File: src/rtl/axi_rd_arbiter.sv
// ---------------------------------------------------------------------------
// axi_rd_arbiter
// Shares one downstream AXI burst read port between two read requesters.
// AR requests are granted round-robin and forwarded through a registered AR
// stage. A 1-bit in-order grant FIFO records which requester owns each burst
// in flight, so R beats are routed back without an AXI ID.
//
// Ports
//   ACLK, ARESETn            clock, asynchronous active-low reset
//   S0_AR* / S1_AR*          requester address channels (ARREADY combinational)
//   S0_R*  / S1_R*           requester read data channels (data broadcast,
//                            RVALID routed to the owning requester only)
//   M_AR*                    registered downstream address channel
//   M_R*                     downstream read data channel (M_RREADY combinational)
//   Outstanding              bursts granted whose RLAST has not yet returned
//   RespErr                  sticky flag: an accepted beat had RRESP != OKAY
// ---------------------------------------------------------------------------
module axi_rd_arbiter #(
   parameter int MAX_OUTST = 4
) (
   input  logic                           ACLK,
   input  logic                           ARESETn,
   input  logic [31:0]                    S0_ARADDR,
   input  logic [7:0]                     S0_ARLEN,
   input  logic [2:0]                     S0_ARSIZE,
   input  logic [1:0]                     S0_ARBURST,
   input  logic                           S0_ARVALID,
   output logic                           S0_ARREADY,
   output logic [31:0]                    S0_RDATA,
   output logic [1:0]                     S0_RRESP,
   output logic                           S0_RLAST,
   output logic                           S0_RVALID,
   input  logic                           S0_RREADY,
   input  logic [31:0]                    S1_ARADDR,
   input  logic [7:0]                     S1_ARLEN,
   input  logic [2:0]                     S1_ARSIZE,
   input  logic [1:0]                     S1_ARBURST,
   input  logic                           S1_ARVALID,
   output logic                           S1_ARREADY,
   output logic [31:0]                    S1_RDATA,
   output logic [1:0]                     S1_RRESP,
   output logic                           S1_RLAST,
   output logic                           S1_RVALID,
   input  logic                           S1_RREADY,
   output logic [31:0]                    M_ARADDR,
   output logic [7:0]                     M_ARLEN,
   output logic [2:0]                     M_ARSIZE,
   output logic [1:0]                     M_ARBURST,
   output logic                           M_ARVALID,
   input  logic                           M_ARREADY,
   input  logic [31:0]                    M_RDATA,
   input  logic [1:0]                     M_RRESP,
   input  logic                           M_RLAST,
   input  logic                           M_RVALID,
   output logic                           M_RREADY,
   output logic [$clog2(MAX_OUTST):0]     Outstanding,
   output logic                           RespErr
);

   localparam int AW = $clog2(MAX_OUTST);
   localparam int CW = AW + 1;

   // Two-bit encoding so that unused codes exist and are explicitly recovered.
   typedef enum logic [1:0] {
      ST_IDLE  = 2'd0,
      ST_ISSUE = 2'd1
   } state_t;

   state_t              r_state;
   state_t              w_state_nxt;
   logic                w_ar_load;
   logic                w_ar_clr;

   logic                r_last_gnt;      // 0 = S0 granted last, 1 = S1
   logic [31:0]         r_araddr;
   logic [7:0]          r_arlen;
   logic [2:0]          r_arsize;
   logic [1:0]          r_arburst;
   logic                r_arvalid;

   logic                r_fifo [MAX_OUTST];
   logic [AW-1:0]       r_wptr;
   logic [AW-1:0]       r_rptr;
   logic [CW-1:0]       r_count;
   logic                r_resp_err;

   logic                w_full;
   logic                w_empty;
   logic                w_win;           // 0 = S0 wins, 1 = S1 wins
   logic                w_grant;
   logic                w_head;
   logic                w_push;
   logic                w_pop;
   logic                w_beat;

   assign w_full  = (r_count == CW'(MAX_OUTST));
   assign w_empty = (r_count == {CW{1'b0}});

   // Contested requests go to whoever was not granted last; otherwise the sole requester wins.
   assign w_win   = (S0_ARVALID & S1_ARVALID) ? ~r_last_gnt : S1_ARVALID;

   // Grant is evaluated on the registered count, so a pop while full only frees a slot next cycle.
   assign w_grant = (r_state == ST_IDLE) & ~w_full & (S0_ARVALID | S1_ARVALID);
   assign w_push  = w_grant;

   assign S0_ARREADY = w_grant & ~w_win;
   assign S1_ARREADY = w_grant &  w_win;

   // R routing: zero-latency mux steered by the owner of the oldest burst.
   assign w_head    = r_fifo[r_rptr];
   assign S0_RDATA  = M_RDATA;
   assign S1_RDATA  = M_RDATA;
   assign S0_RRESP  = M_RRESP;
   assign S1_RRESP  = M_RRESP;
   assign S0_RLAST  = M_RLAST;
   assign S1_RLAST  = M_RLAST;
   assign S0_RVALID = M_RVALID & ~w_empty & ~w_head;
   assign S1_RVALID = M_RVALID & ~w_empty &  w_head;
   assign M_RREADY  = ~w_empty & (w_head ? S1_RREADY : S0_RREADY);
   assign w_beat    = M_RVALID & M_RREADY;
   assign w_pop     = w_beat & M_RLAST;

   assign M_ARADDR    = r_araddr;
   assign M_ARLEN     = r_arlen;
   assign M_ARSIZE    = r_arsize;
   assign M_ARBURST   = r_arburst;
   assign M_ARVALID   = r_arvalid;
   assign Outstanding = r_count;
   assign RespErr     = r_resp_err;

   // AR state register.
   always_ff @(posedge ACLK or negedge ARESETn) begin
      if (!ARESETn) begin
         r_state <= ST_IDLE;
      end else begin
         r_state <= w_state_nxt;
      end
   end

   // AR next-state logic and load/clear strobes for the AR output stage.
   always_comb begin
      w_state_nxt = r_state;
      w_ar_load   = 1'b0;
      w_ar_clr    = 1'b0;
      case (r_state)
         ST_IDLE: begin
            if (w_grant) begin
               w_state_nxt = ST_ISSUE;
               w_ar_load   = 1'b1;
            end else begin
               w_state_nxt = ST_IDLE;
            end
         end
         ST_ISSUE: begin
            if (r_arvalid & M_ARREADY) begin
               w_state_nxt = ST_IDLE;
               w_ar_clr    = 1'b1;
            end else begin
               w_state_nxt = ST_ISSUE;
            end
         end
         default: begin
            w_state_nxt = ST_IDLE;
            w_ar_clr    = 1'b1;
         end
      endcase
   end

   // Registered AR stage and round-robin pointer.
   always_ff @(posedge ACLK or negedge ARESETn) begin
      if (!ARESETn) begin
         r_araddr   <= 32'h0000_0000;
         r_arlen    <= 8'h00;
         r_arsize   <= 3'b000;
         r_arburst  <= 2'b00;
         r_arvalid  <= 1'b0;
         r_last_gnt <= 1'b1;
      end else if (w_ar_load) begin
         r_araddr   <= w_win ? S1_ARADDR  : S0_ARADDR;
         r_arlen    <= w_win ? S1_ARLEN   : S0_ARLEN;
         r_arsize   <= w_win ? S1_ARSIZE  : S0_ARSIZE;
         r_arburst  <= w_win ? S1_ARBURST : S0_ARBURST;
         r_arvalid  <= 1'b1;
         r_last_gnt <= w_win;
      end else if (w_ar_clr) begin
         r_arvalid  <= 1'b0;
      end else begin
         r_arvalid  <= r_arvalid;
      end
   end

   // Grant FIFO storage and pointers; the count doubles as Outstanding.
   always_ff @(posedge ACLK or negedge ARESETn) begin
      if (!ARESETn) begin
         for (int i = 0; i < MAX_OUTST; i++) begin
            r_fifo[i] <= 1'b0;
         end
         r_wptr  <= {AW{1'b0}};
         r_rptr  <= {AW{1'b0}};
         r_count <= {CW{1'b0}};
      end else begin
         if (w_push) begin
            r_fifo[r_wptr] <= w_win;
            r_wptr         <= r_wptr + {{(AW-1){1'b0}}, 1'b1};
         end
         if (w_pop) begin
            r_rptr <= r_rptr + {{(AW-1){1'b0}}, 1'b1};
         end
         case ({w_push, w_pop})
            2'b10:   r_count <= r_count + {{(CW-1){1'b0}}, 1'b1};
            2'b01:   r_count <= r_count - {{(CW-1){1'b0}}, 1'b1};
            default: r_count <= r_count;
         endcase
      end
   end

   // Sticky error flag on any accepted non-OKAY beat.
   always_ff @(posedge ACLK or negedge ARESETn) begin
      if (!ARESETn) begin
         r_resp_err <= 1'b0;
      end else if (w_beat && (M_RRESP != 2'b00)) begin
         r_resp_err <= 1'b1;
      end else begin
         r_resp_err <= r_resp_err;
      end
   end

endmodule

File: config.mk
export PLATFORM = sky130hd
export DESIGN_NAME = axi_rd_arbiter
export DESIGN_NICKNAME = d
export VERILOG_FILES = /design/src/rtl/axi_rd_arbiter.sv
export SDC_FILE = /design/constraint.sdc
export NUM_CORES = 1
export LEC_CHECK = 0
export ABC_CLOCK_PERIOD_IN_PS = 2800
export CAP_MARGIN = 10
export CELL_PAD_IN_SITES_DETAIL_PLACEMENT = 1
export CELL_PAD_IN_SITES_GLOBAL_PLACEMENT = 1
export CORE_ASPECT_RATIO = 0.8
export CORE_UTILIZATION = 24
export CTS_CLUSTER_SIZE = 12
export DETAILED_ROUTE_END_ITERATION = 6
export GPL_TIMING_DRIVEN = 0
export PLACE_DENSITY_LB_ADDON = 0.1
export SKIP_LAST_GASP = 1
export SYNTH_ARGS = -nofsm -noshare
export SYNTH_HDL_FRONTEND = slang
export SYNTH_SLANG_ARGS = --single-unit
File: constraint.sdc
create_clock -name ACLK -period 2.8 [get_ports ACLK]
set_clock_uncertainty 0.15 [all_clocks]
set_input_delay 0.56 -clock ACLK [delete_from_list [all_inputs] [get_ports ACLK]]
set_output_delay 0.56 -clock ACLK [all_outputs]
set_load 0.02 [all_outputs]
# Yosys cells after proc, flatten, opt, wreduce, memory -nomap -nowiden
# Cells that the tools add are included.
dict set report totals {
  reg_bits 61
  inputBits 133
}
dict set report classes {
  addsub 4
  order_cmp 3
  n_eq_ne 4
  n_mux 22
  n_bitwise 20
  n_reduce_logical 7
}
# cell n
set op_table {}
lappend op_table {{32-bit 2-to-1 mux} 1}
lappend op_table {{1-bit bitwise AND} 12}
lappend op_table {{1-bit 2-to-1 mux} 12}
lappend op_table {{8-bit 2-to-1 mux} 1}
lappend op_table {{3-bit greater-or-equal comparator (second input constant)} 2}
lappend op_table {{2-bit NOT with 3-bit output} 2}
lappend op_table {{3-bit case mux with 2 select lines} 1}
lappend op_table {{2-bit nonzero test} 3}
lappend op_table {{1-bit NOT} 5}
lappend op_table {{2-bit by 1-bit adder with 2-bit output (second input constant)} 2}
lappend op_table {{4-bit bitwise mux} 1}
lappend op_table {{2-bit by 1-bit equality test with 1-bit output (second input constant)} 2}
lappend op_table {{2-bit case mux with 2 select lines} 1}
lappend op_table {{3-bit by 1-bit adder with 3-bit output (second input constant)} 1}
lappend op_table {{3-bit equality test (second input constant)} 1}
lappend op_table {{3-bit logical NOT} 1}
lappend op_table {{3-bit by 1-bit less-than comparator with 1-bit output (second input constant)} 1}
lappend op_table {{3-bit 2-to-1 mux} 1}
lappend op_table {{3-bit by 1-bit subtractor with 3-bit output (second input constant)} 1}
lappend op_table {{1-bit binary-select mux with 2-bit select} 1}
lappend op_table {{1-bit demux with 2-bit select} 1}
lappend op_table {{2-bit equality test (second input constant)} 1}
lappend op_table {{1-bit logical AND} 2}
lappend op_table {{2-bit logical NOT} 1}
lappend op_table {{3 further kinds} 3}

# Logic depth before layout (Yosys ltp)
dict set report logic_depth {
  depth_word 10
  ltp_mapped 10
  ltp_nobuf 9
}

# Least setup slack after synthesis
# OpenSTA, ideal clock, no wires.
dict set report synth_path {
  path_kind {reg-to-reg}
  start {register r_rptr[0]}
  end {register r_count[2], in the netlist Outstanding[2]}
  setup_time_ns 0.080
  arrival_ns 2.332
  required_time_ns 2.570
  slack_ns 0.239
  path_stages_with_launch 10
  path_buffers 0
  synth_period_minus_slack_ns 2.561
  cell_sequence {dfrtp_1 > mux4_2 > mux2i_1 > nor3b_2 > ha_1 > inv_1 > fa_1 > xor2_1 > nor2_1 > xor2_1}
}
dict set report synth_via {
  elab_chain_cells 10
  word_cells_on_any_way 12
  cone_classes {eq/ne: 2; mux: 5; bitwise: 4; reduce/logical: 1}
}
# element line_no
set synth_rtl {}
lappend synth_rtl {{start, declared} 83} ;# logic [AW-1:0] r_rptr;
lappend synth_rtl {{start signal, assigned} 199} ;# r_rptr <= {AW{1'b0}};
lappend synth_rtl {{start signal, assigned} 207} ;# r_rptr <= r_rptr + {{(AW-1){1'b0}}, 1'b1};
lappend synth_rtl {{2-bit NOT with 3-bit output (implied by the code) (*)} 110} ;# assign w_head = r_fifo[r_rptr];
lappend synth_rtl {{1-bit binary-select mux with 2-bit select (*)} 110}
lappend synth_rtl {{1-bit 2-to-1 mux (implied by the code) (*) (2 in series)} 110}
lappend synth_rtl {{1-bit 2-to-1 mux (*)} 119} ;# assign M_RREADY = ~w_empty & (w_head ? S1_RREADY : S0_RREADY);
lappend synth_rtl {{1-bit bitwise AND (*)} 119}
lappend synth_rtl {{1-bit bitwise AND (*)} 120} ;# assign w_beat = M_RVALID & M_RREADY;
lappend synth_rtl {{1-bit bitwise AND (*)} 121} ;# assign w_pop = w_beat & M_RLAST;
lappend synth_rtl {{named net w_pop} 93} ;# logic w_pop;
lappend synth_rtl {{2-bit by 1-bit equality test with 1-bit output or 2-bit equality test (tied branches)} 209} ;# case ({w_push, w_pop})
lappend synth_rtl {{3-bit case mux with 2 select lines or 2-bit nonzero test (tied branches)} n/a}
lappend synth_rtl {{end signal, assigned} 210} ;# 2'b10: r_count <= r_count + {{(CW-1){1'b0}}, 1'b1};
lappend synth_rtl {{end signal, assigned} 211} ;# 2'b01: r_count <= r_count - {{(CW-1){1'b0}}, 1'b1};
lappend synth_rtl {{end signal, assigned} 212} ;# default: r_count <= r_count;
lappend synth_rtl {{end, declared} 84} ;# logic [CW-1:0] r_count;
# Mark *: on every way through the listed nets, which the timed path passes. The rest lies on a longest branch. The select of a mux whose other input is x is not followed.
# A chain may end at the register's enable or synchronous reset.

# Worst setup path after layout
dict set report layout_path {
  start {register r_rptr[0]}
  end {output S0_RVALID}
}
dict set report layout_via {
  elab_chain_cells 6
}
# element line_no
set layout_rtl {}
lappend layout_rtl {{2-bit NOT with 3-bit output (implied by the code)} 110}
lappend layout_rtl {{1-bit binary-select mux with 2-bit select} 110}
lappend layout_rtl {{1-bit 2-to-1 mux (implied by the code) (2 in series)} 110}
lappend layout_rtl {{1-bit NOT} 117} ;# assign S0_RVALID = M_RVALID & ~w_empty & ~w_head;
lappend layout_rtl {{1-bit bitwise AND} 117}
lappend layout_rtl {{end, declared} 32} ;# output logic S0_RVALID,
# No other way between the ends. The select of a mux whose other input is x is not followed.

==> impl_metrics.ini <==
[synthesis]
synth_area_um2 = 3280
synthMuxAreaShare_pct = 2.67
yosysTopAreaCell = dfrtp_1
synth_simple_gate_area_share_pct = 4.50
ys_seq_area_share_pct = 45.8
netlist_instances = 293
ys_ff_latch = 60
syn-num-nets = 432
post_synth.cell_area_avg_um2 = 11.2
synth_top_family_by_area = compound AO/OA/AOI/OAI gates
yosysUniqueCellTypes = 30
ys_warn_count = 0
ys_top_cells_by_area = dfrtp_1 (45%), buf_4 (16%), a22o_1 (12%)
synth_compound_area_share_pct = 23.4
synth_top_area_share_pct = 45.0
synth_xor_area_share_pct = 1.60
synthAdderAreaFrac_pct = 2.52

[placement]
hpwlAfterDp_mm = 8.63
place_ws_ps = -841
routabilityCongestion = 0.701
port_buffers = 225

[final_layout]
layout_common_cells = clkdlybuf4s50_1 (220), buf_4 (81), dfrtp_1 (59)
multi_input_area_um2 = 1170
n_antenna_cell = 0
seq_area_um2 = 1500
layout-drive-gt1-share_pct = 22.9
nets = 676
area_growth_pct = 88.1
final_common_cell = clkdlybuf4s50_1
final_core_util_pct = 47.1
fillers = 1412

[worst_setup_path]
critPathRequiredTime_ps = 2090
end_kind = primary output
start_kind = flop
crit_path_max_fanout = 3
criticalPathCategory = flop to primary output
worstPathArrival_ps = 2000

[clock_network]
clk_latency_ps = 330
ctsHoldBuffers = 0
cts.path.max_buffers = 2
h-tree-depth = 3
cts-buffers-inserted = 9
cts-root-buf = clkbuf_16
cts_tree = done
path_clk_slew_ps = 50
cts_sinks = 60

[grt]
grt_remaining_overflow = 0
grt_pass1_vias = 3307
grt_max_degree = 61
grt_usage_pct = 15.9
grt_pass1_wl_mm = 17.3
antenna_found_initial = 0

[routing]
postRouteAntennaNets = 0
wl_per_cell_um = 15.7
drt_iter0_drc = 89
first_pass_iters = 3
vias = 3081
routed_wl_mm = 11.3
drc = 0
viasPerCell = 4.30

[sta]
hold_ws_ps = 168
drv_slew = 0
setup_viol = 0
timing.fmax_ghz = 0.368
worst_slack_ps = 85.4
period_minus_slack_ps = 2710
worst_pin_slew_ps = 806
timing.final.crit_share_pct = 96.9
finalHoldViolCount = 0
relSlewSlack_pct = 46.2
rsz0062_at_grt = yes
setup_tns_ps = 0

[die]
row_count = 37
die_w_um = 133
start_util_pct = 25.1
dieArea_um2 = 14100
die_h_um = 107
io_pins = 258
core_um2 = 13100

[hold_path]
timing.hold.worst.class = primary input to async pin

[outcome]
status = finished clean

[pwr]
pwr_density_cell_nw_per_um2 = 992
p_leak_nw = 2.95
power_w = 0.00612
max-vdd-ir-drop_v = 0.000372

[job]
cap_violations = 0
-- critical path, stage by stage (launching register included) --
cell and delay (ps):
dfrtp_1 360, mux4_2 570, nor2_1 120, clkdlybuf4s50_1 620
-- flip-flops by register name, indices dropped and copies added, names as in the netlist --
register	cells
r_rptr	2
M_ARBURST	2
r_fifo	4
M_ARADDR	32
M_ARLEN	8
M_ARSIZE	3
r_last_gnt	1
r_state	1
M_ARVALID	1
r_wptr	2
Outstanding	3
RespErr	1
-- cells by family after synthesis --
| group | count (synthesis) |
|---|---|
| AND/OR/NAND/NOR | 27 |
| buffers and inverters | 92 |
| adder cells (fa/ha/maj) | 6 |
| AO/OA/AOI/OAI | 95 |
| flip-flops | 60 |
| multiplexers | 7 |
| XOR/XNOR | 6 |
-- through the flow --
step	cells	cell area [µm²]
finish	717	6170
global route	717	6170
CTS	711	6110
detailed placement	693	5750
global placement	693	5750
floorplan	293	3280
-- per-layer routing --
| metal | track usage, % | vias to the layer above | part of all wire (%) |
|---|---|---|---|
| met3 | 6.34 | 11 | 8.8 |
| met4 | 4.19 | 0 | 1.0 |
| met5 | 0 | - | 0 |
| met1 | 16.9 | 1494 | 39 |
| li1 | - | 1445 | - |
| met2 | 29.3 | 131 | 52 |
-- Yosys cell counts (all sizes together) --
cell,instances
inv,8
nor2,8
nand2,12
o21ai,1
o31ai,1
nand2b,1
nor3,3
dfstp,1
xor2,4
mux2,4
a31oi,1
mux4,1
a21boi,1
mux2i,2
ha,5
dfrtp,59
a22o,45
fa,1
nor3b,3
xnor2,2
clkbuf,2
a21oi,1
a21o,45
buf,82
-- worst paths after layout --
path | from | end | slack [ps] | depth (start not counted)
min | ARESETn | M_ARADDR[4]$_DFFE_PN0P_ | 170 | 1
max in group asynchronous | ARESETn | M_ARADDR[25]$_DFFE_PN0P_ | 1800 | 1
max | r_rptr[0]$_DFFE_PN0P_ | S0_RVALID | 90 | 3
max reg2reg | r_rptr[0]$_DFFE_PN0P_ | Outstanding[2]$_DFFE_PN0P_ | 140 | 9
min reg2reg | RespErr$_DFFE_PN0P_ | RespErr$_DFFE_PN0P_ | 310 | 2
min in group ACLK | RespErr$_DFFE_PN0P_ | RespErr$_DFFE_PN0P_ | 310 | 2
-- final cells by class --
class / instances / share of cell area, %
timing repair buffer: 234 / 37.5
clock inverter: 5 / 1.22
clock buffer: 11 / 3.93
multi-input combinational: 141 / 18.9
inverter: 8 / 0.487
buffer: 83 / 10.0
sequential: 60 / 24.3
tap: 175 / 3.55
-- report_power, final --
| group | internal [W] | switching, W | total [W] |
|---|---|---|---|
| clock network | 0.000798 | 0.000396 | 0.00119 |
| logic | 0.00177 | 0.00156 | 0.00333 |
| registers | 0.00131 | 0.000285 | 0.00160 |
-- timing repair --
item | in CTS | in global routing
gates resized for setup | 10 | 11
buffers inserted | 3 | 6
setup endpoints to repair | 4 | 5
pin swaps | 3 | 2
cloned | 0 | 0
Note: power is estimated with default switching activity, not from simulation.
